[src/rtl/pressure_pkg.sv]
// pressure_pkg: shared state encoding and default constants for the pressure alarm monitor.
// Revision 1.0
`default_nettype none

package pressure_pkg;

    typedef enum logic [1:0] {
        ST_NORMAL  = 2'd0,
        ST_SUSPECT = 2'd1,
        ST_ALARM   = 2'd2,
        ST_ACKED   = 2'd3
    } chan_state_t;

    localparam int DEF_CHANNELS    = 4;
    localparam int DEF_DATA_WIDTH  = 6;
    localparam int DEF_LOW_TH      = 10;
    localparam int DEF_HIGH_TH     = 50;
    localparam int DEF_PERSIST     = 3;
    localparam int DEF_CLEAR_COUNT = 2;
    localparam int CNT_WIDTH       = 4;

    function automatic logic [CNT_WIDTH-1:0] sat_inc(input logic [CNT_WIDTH-1:0] value);
        return (value == {CNT_WIDTH{1'b1}}) ? value : value + 1'b1;
    endfunction

endpackage

`default_nettype wire

[src/rtl/pressure_channel_fsm.sv]
// pressure_channel_fsm: per-channel NORMAL/SUSPECT/ALARM/ACKED tracker with saturating run counter.
// Revision 1.0
`default_nettype none

module pressure_channel_fsm
    import pressure_pkg::*;
#(
    parameter int PERSIST     = DEF_PERSIST,
    parameter int CLEAR_COUNT = DEF_CLEAR_COUNT
) (
    input  logic clk,
    input  logic rstN,
    input  logic sample_valid,
    input  logic abnormal,
    input  logic ack,
    output logic alarm_next,
    output logic active_next
);

    chan_state_t             state;
    chan_state_t             nxt_state;
    logic [CNT_WIDTH-1:0]    count;
    logic [CNT_WIDTH-1:0]    nxt_count;
    logic [CNT_WIDTH-1:0]    count_inc;

    assign count_inc = sat_inc(count);

    always_comb begin
        nxt_state = state;
        nxt_count = count;
        case (state)
            ST_NORMAL: begin
                if (sample_valid && abnormal) begin
                    if (PERSIST == 1) begin
                        nxt_state = ST_ALARM;
                        nxt_count = '0;
                    end else begin
                        nxt_state = ST_SUSPECT;
                        nxt_count = CNT_WIDTH'(1);
                    end
                end
            end
            ST_SUSPECT: begin
                if (sample_valid) begin
                    if (!abnormal) begin
                        nxt_state = ST_NORMAL;
                        nxt_count = '0;
                    end else if (count_inc >= CNT_WIDTH'(PERSIST)) begin
                        nxt_state = ST_ALARM;
                        nxt_count = '0;
                    end else begin
                        nxt_count = count_inc;
                    end
                end
            end
            // The acknowledge takes precedence; a coincident sample is dropped.
            ST_ALARM: begin
                if (ack) begin
                    nxt_state = ST_ACKED;
                    nxt_count = '0;
                end
            end
            ST_ACKED: begin
                if (sample_valid) begin
                    if (abnormal) begin
                        nxt_count = '0;
                    end else if (count_inc >= CNT_WIDTH'(CLEAR_COUNT)) begin
                        nxt_state = ST_NORMAL;
                        nxt_count = '0;
                    end else begin
                        nxt_count = count_inc;
                    end
                end
            end
            default: begin
                nxt_state = ST_NORMAL;
                nxt_count = '0;
            end
        endcase
    end

    always_ff @(posedge clk or negedge rstN) begin
        if (!rstN) begin
            state <= ST_NORMAL;
            count <= '0;
        end else begin
            state <= nxt_state;
            count <= nxt_count;
        end
    end

    // Next-state flags let the top register its outputs in step with the state.
    assign alarm_next  = (nxt_state == ST_ALARM);
    assign active_next = (nxt_state == ST_ALARM) || (nxt_state == ST_ACKED);

endmodule

`default_nettype wire

[src/rtl/pressure_alarm_monitor.sv]
// pressure_alarm_monitor: multi-channel threshold checker with persistence, acknowledge and priority IRQ.
// Revision 1.0
`default_nettype none

module pressure_alarm_monitor
    import pressure_pkg::*;
#(
    parameter int CHANNELS    = DEF_CHANNELS,
    parameter int DATA_WIDTH  = DEF_DATA_WIDTH,
    parameter int LOW_TH      = DEF_LOW_TH,
    parameter int HIGH_TH     = DEF_HIGH_TH,
    parameter int PERSIST     = DEF_PERSIST,
    parameter int CLEAR_COUNT = DEF_CLEAR_COUNT,
    parameter int CH_W        = (CHANNELS > 1) ? $clog2(CHANNELS) : 1
) (
    input  logic                           clk,
    input  logic                           rstN,
    input  logic [CHANNELS*DATA_WIDTH-1:0] pressureData,
    input  logic                           sampleValid,
    input  logic                           alarmAck,
    input  logic [CH_W-1:0]                ackChannel,
    output logic [CHANNELS-1:0]            pressureAbnormality,
    output logic [CHANNELS-1:0]            alarmActive,
    output logic                           alarmIrq,
    output logic [CH_W-1:0]                alarmChannel
);

    logic [CHANNELS-1:0] abnormal;
    logic [CHANNELS-1:0] alarm_next;
    logic [CHANNELS-1:0] active_next;
    logic [CH_W-1:0]     enc_channel;

    for (genvar k = 0; k < CHANNELS; k++) begin : g_channel
        logic [DATA_WIDTH-1:0] sample;
        logic                  ack_hit;

        assign sample      = pressureData[k*DATA_WIDTH +: DATA_WIDTH];
        assign abnormal[k] = (32'(sample) < 32'(LOW_TH)) || (32'(sample) > 32'(HIGH_TH));
        assign ack_hit     = alarmAck && (32'(ackChannel) == 32'(k));

        pressure_channel_fsm #(
            .PERSIST     (PERSIST),
            .CLEAR_COUNT (CLEAR_COUNT)
        ) u_fsm (
            .clk          (clk),
            .rstN         (rstN),
            .sample_valid (sampleValid),
            .abnormal     (abnormal[k]),
            .ack          (ack_hit),
            .alarm_next   (alarm_next[k]),
            .active_next  (active_next[k])
        );
    end

    // Scan from the top so the lowest alarming index wins.
    always_comb begin
        enc_channel = '0;
        for (int k = CHANNELS - 1; k >= 0; k--) begin
            if (alarm_next[k]) begin
                enc_channel = CH_W'(k);
            end
        end
    end

    always_ff @(posedge clk or negedge rstN) begin
        if (!rstN) begin
            pressureAbnormality <= '0;
            alarmActive         <= '0;
            alarmIrq            <= 1'b0;
            alarmChannel        <= '0;
        end else begin
            if (sampleValid) begin
                pressureAbnormality <= abnormal;
            end
            alarmActive  <= active_next;
            alarmIrq     <= |alarm_next;
            alarmChannel <= enc_channel;
        end
    end

endmodule

`default_nettype wire
[config.mk]
export PLATFORM = sky130hd
export DESIGN_NAME = pressure_alarm_monitor
export DESIGN_NICKNAME = d
export VERILOG_FILES = /design/src/rtl/pressure_pkg.sv /design/src/rtl/pressure_channel_fsm.sv /design/src/rtl/pressure_alarm_monitor.sv
export SDC_FILE = /design/constraint.sdc
export NUM_CORES = 1
export LEC_CHECK = 0
export CORE_MARGIN = 5
export CORE_UTILIZATION = 54
export CTS_BUF_LIST = sky130_fd_sc_hd__clkbuf_2
export CTS_CLUSTER_DIAMETER = 60
export DETAILED_ROUTE_END_ITERATION = 12
export PLACE_DENSITY = 0.82
export SYNTH_ARGS = -nofsm -noshare
export SYNTH_HDL_FRONTEND = slang
export SYNTH_SLANG_ARGS = --single-unit
[constraint.sdc]
create_clock -name clk -period 2.6 [get_ports clk]
set_input_delay 0.52 -clock clk [delete_from_list [all_inputs] [get_ports clk]]
set_output_delay 0.52 -clock clk [all_outputs]
set_load 0.03 [all_outputs]
==> results of run 1 <==
==> state kept, by name, indices dropped and copies added (netlist names) <==
name,flops
alarmActive,4
alarmChannel,2
alarmIrq,1
g_channel.u_fsm.count,16
g_channel.u_fsm.state,8
pressureAbnormality,4
==> critical path, delay by kind of cell, from the launching register on <==
family,cells,cell delay (ns)
AOI/OAI and AO/OA,4,1.04
adders and majority gates,1,0.37
DFF,1,0.47
and+or+nand+nor,2,0.23
==> power by group <==
part,switching [mW],total (mW),internal [mW]
logic,0.505,0.989,0.483
clock network,0.173,0.246,0.0734
registers,0.155,0.825,0.670
total,0.833,2.06,1.23
==> area by class of cell <==
| class | count | area [um2] | area share, % |
|---|---|---|---|
| Clock buffer | 7 | 35.03 | 1.308 |
| Tap cell | 50 | 62.56 | 2.335 |
| Multi-Input combinational cell | 186 | 1225 | 45.73 |
| Timing Repair Buffer | 46 | 445.4 | 16.63 |
| Sequential cell | 35 | 875.8 | 32.69 |
| Clock inverter | 1 | 5.005 | 0.1868 |
| Inverter | 8 | 30.03 | 1.121 |
==> kinds of logic after synthesis <==
family / count (synthesis)
muxes: 7
DFF: 35
and+or+nand+nor: 95
buffers and inverters: 15
AOI/OAI and AO/OA: 79
adders and majority gates: 5
==> through the flow <==
stage | power [mW] | instance area, um2 | setup WS [ns]
floorplan | 1.535 | 2175 | 0.6135
global placement | 1.794 | 2639 | 0.2130
detailed placement | 1.822 | 2639 | 0.1306
CTS | 2.072 | 2679 | 0.3744
global route | 2.237 | 2679 | 0.2690
finish | 2.060 | 2679 | 0.3937
==> synthesized netlist by cell type (all sizes together), types with 2 or more instances <==
cell / count / share of area [%]
dfrtp: 35 / 40
buf: 2 / 0.69
nand4: 3 / 0.86
ha: 5 / 2.9
inv: 8 / 1.4
and2b: 2 / 0.75
o21ai: 23 / 5.3
o21a: 3 / 1.0
a21o: 2 / 0.69
and2: 13 / 3.9
nand4b: 2 / 0.81
a2bb2oi: 5 / 3.2
nor3b: 3 / 1.0
a211oi: 4 / 1.8
or3: 3 / 0.92
a221oi: 2 / 0.81
a21oi: 17 / 4.1
a21boi: 2 / 0.69
clkbuf: 5 / 1.3
nand2b: 3 / 0.86
o31ai: 2 / 0.69
nor2b: 6 / 1.8
nor3: 4 / 0.92
nand3: 3 / 0.69
a41oi: 2 / 1.2
a2111oi: 2 / 1.1
nand2: 21 / 3.6
a31oi: 2 / 0.58
nor4: 2 / 0.58
mux2: 7 / 3.6
nor2: 25 / 4.4
==> cells in the final DEF, fill, tap and decap left out, types with 3 or more instances in the layout <==
| cell | n |
|---|---|
| nand2b_1 | 3 |
| ha_1 | 5 |
| nor2b_1 | 5 |
| a2bb2oi_2 | 4 |
| a21oi_1 | 16 |
| nand4_1 | 3 |
| nor3b_1 | 3 |
| nand3_1 | 3 |
| inv_1 | 8 |
| and2_1 | 11 |
| clkdlybuf4s50_1 | 40 |
| buf_4 | 6 |
| o21ai_0 | 21 |
| nor3_1 | 4 |
| clkbuf_2 | 7 |
| mux2_2 | 7 |
| nor2_1 | 24 |
| nand2_1 | 21 |
| o21a_1 | 3 |
| dfrtp_1 | 35 |
==> worst max path at each step <==
stage                                startpoint                     endpoint  depth (start not counted)  slack [ns]
detailed placement              pressureData[7]  g_channel[1].u_fsm.count[1]                          6        0.13
global placement               pressureData[12]              alarmChannel[1]                          7        0.21
global route        g_channel[2].u_fsm.count[0]              alarmChannel[1]                          7        0.27
floorplan           g_channel[2].u_fsm.count[0]              alarmChannel[1]                          7        0.61
finish              g_channel[2].u_fsm.count[0]              alarmChannel[1]                          7        0.39
CTS                 g_channel[2].u_fsm.count[0]              alarmChannel[1]                          7        0.37
==> layer usage <==
metal | GRT usage (%) | wire (um)
met1 | 22.11 | 1995
met4 | 6.237 | 66
met3 | 4.378 | 250
met5 | 0 | 0
met2 | 30.71 | 2081
==> impl_metrics.json, run 1 <==
{
  "rows": 23,
  "critPathKind": "reg2reg",
  "die-area_um2": 5396,
  "grt_pass1_vias": 1829,
  "insertion_delay_ns": 0.39,
  "status": "complete, no violations",
  "synth_xor_area_share_pct": 0,
  "cp-start-kind": "register",
  "synth_compound_area_share_pct": 26.58,
  "postSynthAreaPerCell_um2": 9.214,
  "hpwlAfterDp_um": 3409,
  "synthFlopType": "dfrtp_1",
  "fin_tns_setup_ns": 0,
  "drt-pass1-iter-count": 4,
  "setup.worst_path.end_class": "register",
  "syn_area_um2": 2175,
  "yosysUniqueCellTypes": 63,
  "skew_ns": 0.01863,
  "num_io_pins": 41,
  "cts_sinks": 35,
  "gr-total-overflow": 0,
  "wl_per_cell_um": 13.19,
  "hold_class": "in2async",
  "dr.first_iter.drc_count": 104,
  "finalCriticalPeriod_ns": 2.206,
  "ctsHoldBuffers": 0,
  "clk_pin_slew_ns": 0.18,
  "max_slew_margin_pct": 71.01,
  "nets": 317,
  "die_h_um": 73.46,
  "synth_mux_area_share_pct": 3.625,
  "synth_top_family_by_area": "compound AO/OA/AOI/OAI gates",
  "vias": 1915,
  "synth_fa_ha_area_share_pct": 2.877,
  "post_drt_via_cell_ratio": 5.751,
  "final_core_util_pct": 67.95,
  "place_congestion": 0.8167,
  "antenna_found_initial": 0,
  "areaGrowthSynthToFinish_pct": 23.19,
  "setup_violations": 0,
  "cts_resized": 0,
  "fp.dieW_um": 73.46,
  "cts_setup_buffers": 0,
  "critical_path_peak_fanout": 6,
  "reg2reg_from": "g_channel[2].u_fsm.count[0]",
  "antenna-diode-count": 0,
  "synth_edf_count": 0,
  "htree_levels": 2,
  "reg2reg_slack_ns": 0.39,
  "grt_use_total_pct": 18.02,
  "holdWs_ns": 0.5084,
  "async_flop_share_pct": 100.0,
  "arrival_ns": 2.48,
  "cp_slowest_stage_delay_ns": 0.47,
  "post-route-period-util_pct": 84.86,
  "peakVddDrop_uv": 385.3,
  "rsz0062_at_grt": "false",
  "worst_pin_slew_ns": 0.4349,
  "grt_max_degree": 36,
  "cp_data_required_time_ns": 2.88,
  "hold_viol": 0,
  "final_cells": 333,
  "cpMaxStageDelayCell": "dfrtp_1",
  "clockRootBuffer": "clkbuf_2",
  "cap_violations": 0,
  "place_inst": 325,
  "fmax_ghz": 0.4533,
  "cts_inserted_buffers": 5,
  "io_buffers": 40,
  "r2r_end": "alarmChannel[1]",
  "path_cells": "ha_1, and2b_1, a2111o_1, a21oi_2, a2bb2oi_2, nor2_2, o211a_1",
  "synthSimpleGateAreaFrac_pct": 23.25,
  "drtAntennaViolNets": 0,
  "clockBufferDepth": 2,
  "grt_pass1_wl_um": 7659,
  "wirelength_um": 4393,
  "core_um2": 3943,
  "report.final.slew_viol_count": 0,
  "initial_core_util_pct": 55.16,
  "p_per_area_nw_per_um2": 769.0,
  "ys_seq_elements": 35,
  "leakagePower_nw": 1.151,
  "drc": 0,
  "syn_nets": 271,
  "final.fill_count": 318,
  "cts_tree": "yes",
  "ys_seq_area_share_pct": 40.28,
  "ys_warn_count": 0,
  "r2r.worst_path.cells": 7,
  "syn_inst": 236,
  "drive_gt1_share_pct": 13.78
}
Note: power is estimated with default switching activity, not from simulation.
==> run 2, diff against run 1 <==
Clock period 2.6 ns to 2.3 ns, I/O delays scaled along.
==> run 2 against run 1 <==
Effect of this change: clock skew fell by 0.014 ns; final area rose by 1.7%; hold slack got worse by 0.039 ns; first-iteration DRC count rose by 68%; clock power rose by 14%; maximum frequency rose by 0.89%; critical endpoint unchanged; largest power group unchanged; clock-buffer cell count did not move; critical path depth did not move; global-route usage rose by 0.42 points; largest cell class unchanged; register-to-register slack got worse by 0.28 ns; routed wire length rose by 4.6%; via count rose by 2.3%.
==> impl_metrics.json, run 2 (synthesis gave the netlist of run 1 again) <==
{
  "fp.dieW_um": 73.46,
  "fmax_ghz": 0.4573,
  "grt_max_degree": 36,
  "die-area_um2": 5396,
  "post_drt_via_cell_ratio": 5.779,
  "die_h_um": 73.46,
  "cap_violations": 0,
  "place_congestion": 0.8184,
  "status": "complete, no violations",
  "hpwlAfterDp_um": 3564,
  "areaGrowthSynthToFinish_pct": 25.32,
  "dr.first_iter.drc_count": 175,
  "wirelength_um": 4596,
  "drc": 0,
  "drt-pass1-iter-count": 4,
  "htree_levels": 2,
  "max_slew_margin_pct": 72.70,
  "drive_gt1_share_pct": 15.92,
  "most-common-layout-cells": "clkdlybuf4s50_1, dfrtp_1, nor2_1",
  "combPwrFrac_pct": 48.7,
  "p_int_mw": 1.415,
  "rsz0062_at_grt": "false",
  "critical_path_peak_fanout": 6,
  "peakVddDrop_uv": 518.5,
  "clk_pin_slew_ns": 0.17,
  "core_um2": 3943,
  "grt_pass1_wl_um": 7845,
  "ctsHoldBuffers": 0,
  "drtAntennaViolNets": 0,
  "grt_use_total_pct": 18.44,
  "num_io_pins": 41,
  "cts_tree": "yes",
  "antenna-diode-count": 0,
  "clockRootBuffer": "clkbuf_2",
  "clockBufferDepth": 2,
  "setup.worst_path.end_class": "register",
  "wl_per_cell_um": 13.56,
  "rows": 23,
  "worst_pin_slew_ns": 0.3992,
  "critPathKind": "reg2reg",
  "insertion_delay_ns": 0.37,
  "regMostFlops": "g_channel.u_fsm.count",
  "p_per_area_nw_per_um2": 870.3,
  "setup_violations": 0,
  "switchingPower_uw": 956.3,
  "vias": 1959,
  "finalCriticalPeriod_ns": 2.187,
  "skew_ns": 0.004550,
  "met1_usage_pct": 22.28,
  "post-route-period-util_pct": 95.08,
  "holdWs_ns": 0.4694,
  "hold_class": "in2async",
  "seq_power_share_pct": 39.4,
  "report.final.slew_viol_count": 0,
  "crit_start": "g_channel[2].u_fsm.count[0]",
  "grt_pass1_vias": 1901,
  "cp_data_required_time_ns": 2.58,
  "nets": 323,
  "power_mw": 2.372,
  "grt.busiest_layer": "met2",
  "largest_reg_flops": 16,
  "hold_viol": 0,
  "leakagePower_nw": 1.179,
  "reg.largest.list": "g_channel.u_fsm.count (16), g_channel.u_fsm.state (8)",
  "setup_ws_ns": 0.1133,
  "initial_core_util_pct": 55.16,
  "gr-total-overflow": 0,
  "use_met2_pct": 32.09,
  "dp_worst_setup_slack_ns": -0.06843,
  "final_common_cell": "clkdlybuf4s50_1",
  "reg2reg_from": "g_channel[2].u_fsm.count[0]",
  "cts_sinks": 35,
  "cp-start-kind": "register",
  "cts_inserted_buffers": 5,
  "globalRouteMet3Util_pct": 4.788,
  "io_buffers": 40,
  "power_frac_clock_pct": 11.8,
  "arrival_ns": 2.47,
  "cts_setup_buffers": 0,
  "antenna_found_initial": 0,
  "p_sw_share_pct": 40.33
}
## run 2: cell types whose count changed in the layout (fill, tap and decap cells not counted), sizes merged
cell / change
buf: +6
## run 2: path summary, 6_finish.rpt
check,slack (ns),endpoint,cells after the start
min in group clk,0.53,g_channel[0].u_fsm.count[2],1
max,0.11,alarmChannel[1],7
max in group asynchronous,1.51,g_channel[2].u_fsm.count[0],2
min,0.47,g_channel[2].u_fsm.state[1],2
max reg2reg,0.11,alarmChannel[1],7
min reg2reg,0.53,g_channel[0].u_fsm.count[2],1
## run 2: cell type report
class | instances | area (um2)
multi-input cells | 186 | 1225
flip-flops and latches | 35 | 877.1
inverters | 8 | 30.03
fillers | 328 | 1217
well taps | 50 | 62.56
clock buffers | 7 | 35.03
clock inverters | 1 | 5.005
repair buffers | 52 | 490.5
## run 2: what timing repair did
action	in CTS	in global routing
resized for setup	0	1
endpoints found under the hold margin	0	0
endpoints found under the setup margin	0	1
## run 2: per-layer routing
metal  wire (um)  up-vias
met5           0        -
met1        1992      933
met3         249        5
met2        2306       40
met4          48        0
li1            -      981
## run 2: power by group through the flow
stage / Clock [mW] / Sequential, mW / Combinational, mW
4_1_cts: 0.294 / 0.930 / 1.17
2_1_floorplan: 0 / 0.976 / 0.759
5_1_grt: 0.322 / 0.964 / 1.28
3_5_place_dp: 0 / 0.942 / 1.16
3_3_place_gp: 0 / 0.936 / 1.13
6_report: 0.281 / 0.935 / 1.16
## run 2: worst max-delay path: stages, from the launching register on
cell	delay, ns
dfrtp_2	0.47
ha_1	0.35
and2b_1	0.17
a2111o_1	0.40
a21oi_2	0.18
a2bb2oi_2	0.23
nor2_2	0.06
o211a_1	0.23
## run 2: stage by stage
step	util [%]	std cells	setup TNS, ns	instance area [um2]
floorplan	-	236	0	2175
global placement	68.07	331	0	2684
detailed placement	68.07	331	-0.1432	2684
CTS	69.09	339	0	2724
global route	69.12	339	0	2725
finish	69.12	339	0	2725
==> run 3, diff against run 2 <==
Settings changed: ABC_CLOCK_PERIOD_IN_PS set to 2300, PLACE_DENSITY 0.82 to 0.91.
==> run 3 against run 2 <==
Effect of this change: sequential cell count did not move; final area rose by 2.5%; final cell count grew 0.59%; maximum frequency rose by 0.26%; via count stayed put; first-iteration DRC count grew 17%; critical path type unchanged.
==> impl_metrics.json, run 3 (synthesis gave the netlist of run 1 again) <==
{
  "initial_core_util_pct": 55.16,
  "crit_start": "g_channel[2].u_fsm.count[0]",
  "holdWs_ns": 0.4297,
  "reg2reg_from": "g_channel[2].u_fsm.count[0]",
  "clockRootBuffer": "clkbuf_2",
  "peakVddDrop_uv": 652.2,
  "gr-total-overflow": 0,
  "wl_per_cell_um": 14.19,
  "io_buffers": 40,
  "core_um2": 3943,
  "insertion_delay_ns": 0.41,
  "hold_viol": 0,
  "clockBufferDepth": 2,
  "clk_pin_slew_ns": 0.21,
  "die-area_um2": 5396,
  "antenna-diode-count": 0,
  "grt_max_degree": 36,
  "most-common-layout-cells": "clkdlybuf4s50_1, dfrtp_1, nor2_1",
  "place_congestion": 0.9025,
  "htree_levels": 2,
  "multiInputGateArea_um2": 1226,
  "skew_ns": 0.02597,
  "setup_violations": 0,
  "critical_path_peak_fanout": 5,
  "final.fill_count": 293,
  "cts_inserted_buffers": 5,
  "cts_sinks": 35,
  "finalCriticalPeriod_ns": 2.181,
  "final_cells": 341,
  "grt_use_total_pct": 19.89,
  "largest_reg_flops": 16,
  "hpwlAfterDp_um": 3594,
  "dr.first_iter.drc_count": 205,
  "cpLargestDelayFamily": "compound AO/OA/AOI/OAI gates",
  "post-route-period-util_pct": 94.83,
  "drc": 0,
  "fp.dieW_um": 73.46,
  "cap_violations": 0,
  "num_io_pins": 41,
  "crit_buf_inv": 0,
  "ctsHoldBuffers": 0,
  "report.final.slew_viol_count": 0,
  "drive_gt1_share_pct": 16.15,
  "fin_tns_setup_ns": 0,
  "critPathKind": "reg2reg",
  "final_common_cell": "clkdlybuf4s50_1",
  "status": "complete, no violations",
  "reg.largest.list": "g_channel.u_fsm.count (16), g_channel.u_fsm.state (8)",
  "wirelength_um": 4839,
  "drt-pass1-iter-count": 4,
  "regMostFlops": "g_channel.u_fsm.count",
  "rsz0062_at_grt": "false",
  "fmax_ghz": 0.4585,
  "vias": 1959,
  "cpMaxStageDelayCell": "dfrtp_1",
  "cp_slowest_stage_delay_ns": 0.47,
  "place_inst": 332,
  "rows": 23,
  "antenna_found_initial": 0,
  "grt_pass1_vias": 1911,
  "areaGrowthSynthToFinish_pct": 28.42,
  "max_slew_margin_pct": 69.70,
  "worst_pin_slew_ns": 0.4482,
  "cts_tree": "yes",
  "p_per_area_nw_per_um2": 946.1,
  "hold_class": "in2async",
  "setup.worst_path.end_class": "register",
  "drtAntennaViolNets": 0,
  "nets": 325,
  "grt_pass1_wl_um": 8431,
  "arrival_ns": 2.48,
  "leakagePower_nw": 1.206,
  "path_cells": "ha_1, and2b_1, a2111o_1, a21oi_2, a2bb2oi_2, nor2_2, nand4bb_1",
  "post_drt_via_cell_ratio": 5.745,
  "die_h_um": 73.46,
  "cp-start-kind": "register",
  "cp_data_required_time_ns": 2.60,
  "ff_latch_area_um2": 875.8
}
## run 3: through the flow
stage          setup WS [ns]  cell area [um2]  utilization (%)  power (mW)
3_5_place_dp        -0.05196             2691            68.26       2.113
5_1_grt             0.002547             2793            70.83       2.828
6_report              0.1189             2793            70.83       2.642
3_3_place_gp       -0.001590             2691            68.26       2.049
2_1_floorplan         0.3135             2175                -       1.736
4_1_cts               0.1193             2784            70.61       2.640
## run 3: timing repair
| action | in CTS | in global routing |
|---|---|---|
| resized for setup | 0 | 1 |
| buffers inserted | 0 | 1 |
| setup endpoints to repair | 0 | 2 |
| hold endpoints to repair | 0 | 0 |
## run 3: power by group
part,leakage [nW],switching (mW),internal (mW),total (mW)
registers,0.433,0.179,0.757,0.936
clock network,0.0492,0.222,0.292,0.515
logic,0.724,0.611,0.580,1.19
total,1.21,1.01,1.63,2.64
## run 3: per-layer routing
metal | global-route usage (%) | vias to the layer above | part of all wire, %
met1 | 25.61 | 931 | 43
met3 | 4.378 | 5 | 5.1
li1 | - | 976 | -
met5 | 0 | - | 0
met4 | 7.646 | 0 | 1.3
met2 | 32.48 | 47 | 50
## run 3: final cells by class
| cell class | instances | area share, % |
|---|---|---|
| Clock inverter | 3 | 2.419 |
| Multi-Input combinational cell | 186 | 43.91 |
| Tap cell | 50 | 2.240 |
| Clock buffer | 5 | 0.8961 |
| Inverter | 8 | 1.075 |
| Sequential cell | 35 | 31.36 |
| Timing Repair Buffer | 54 | 18.10 |
## run 3: worst paths after layout
kind / end / slack, ns / cells after the start
setup / recovery: alarmIrq / 0.12 / 7
hold / removal: alarmChannel[0] / 0.43 / 2
setup reg to reg: alarmIrq / 0.12 / 7
hold reg to reg: g_channel[3].u_fsm.count[2] / 0.53 / 1
max in group asynchronous: g_channel[1].u_fsm.state[0] / 1.53 / 2
min in group clk: g_channel[3].u_fsm.count[2] / 0.53 / 1
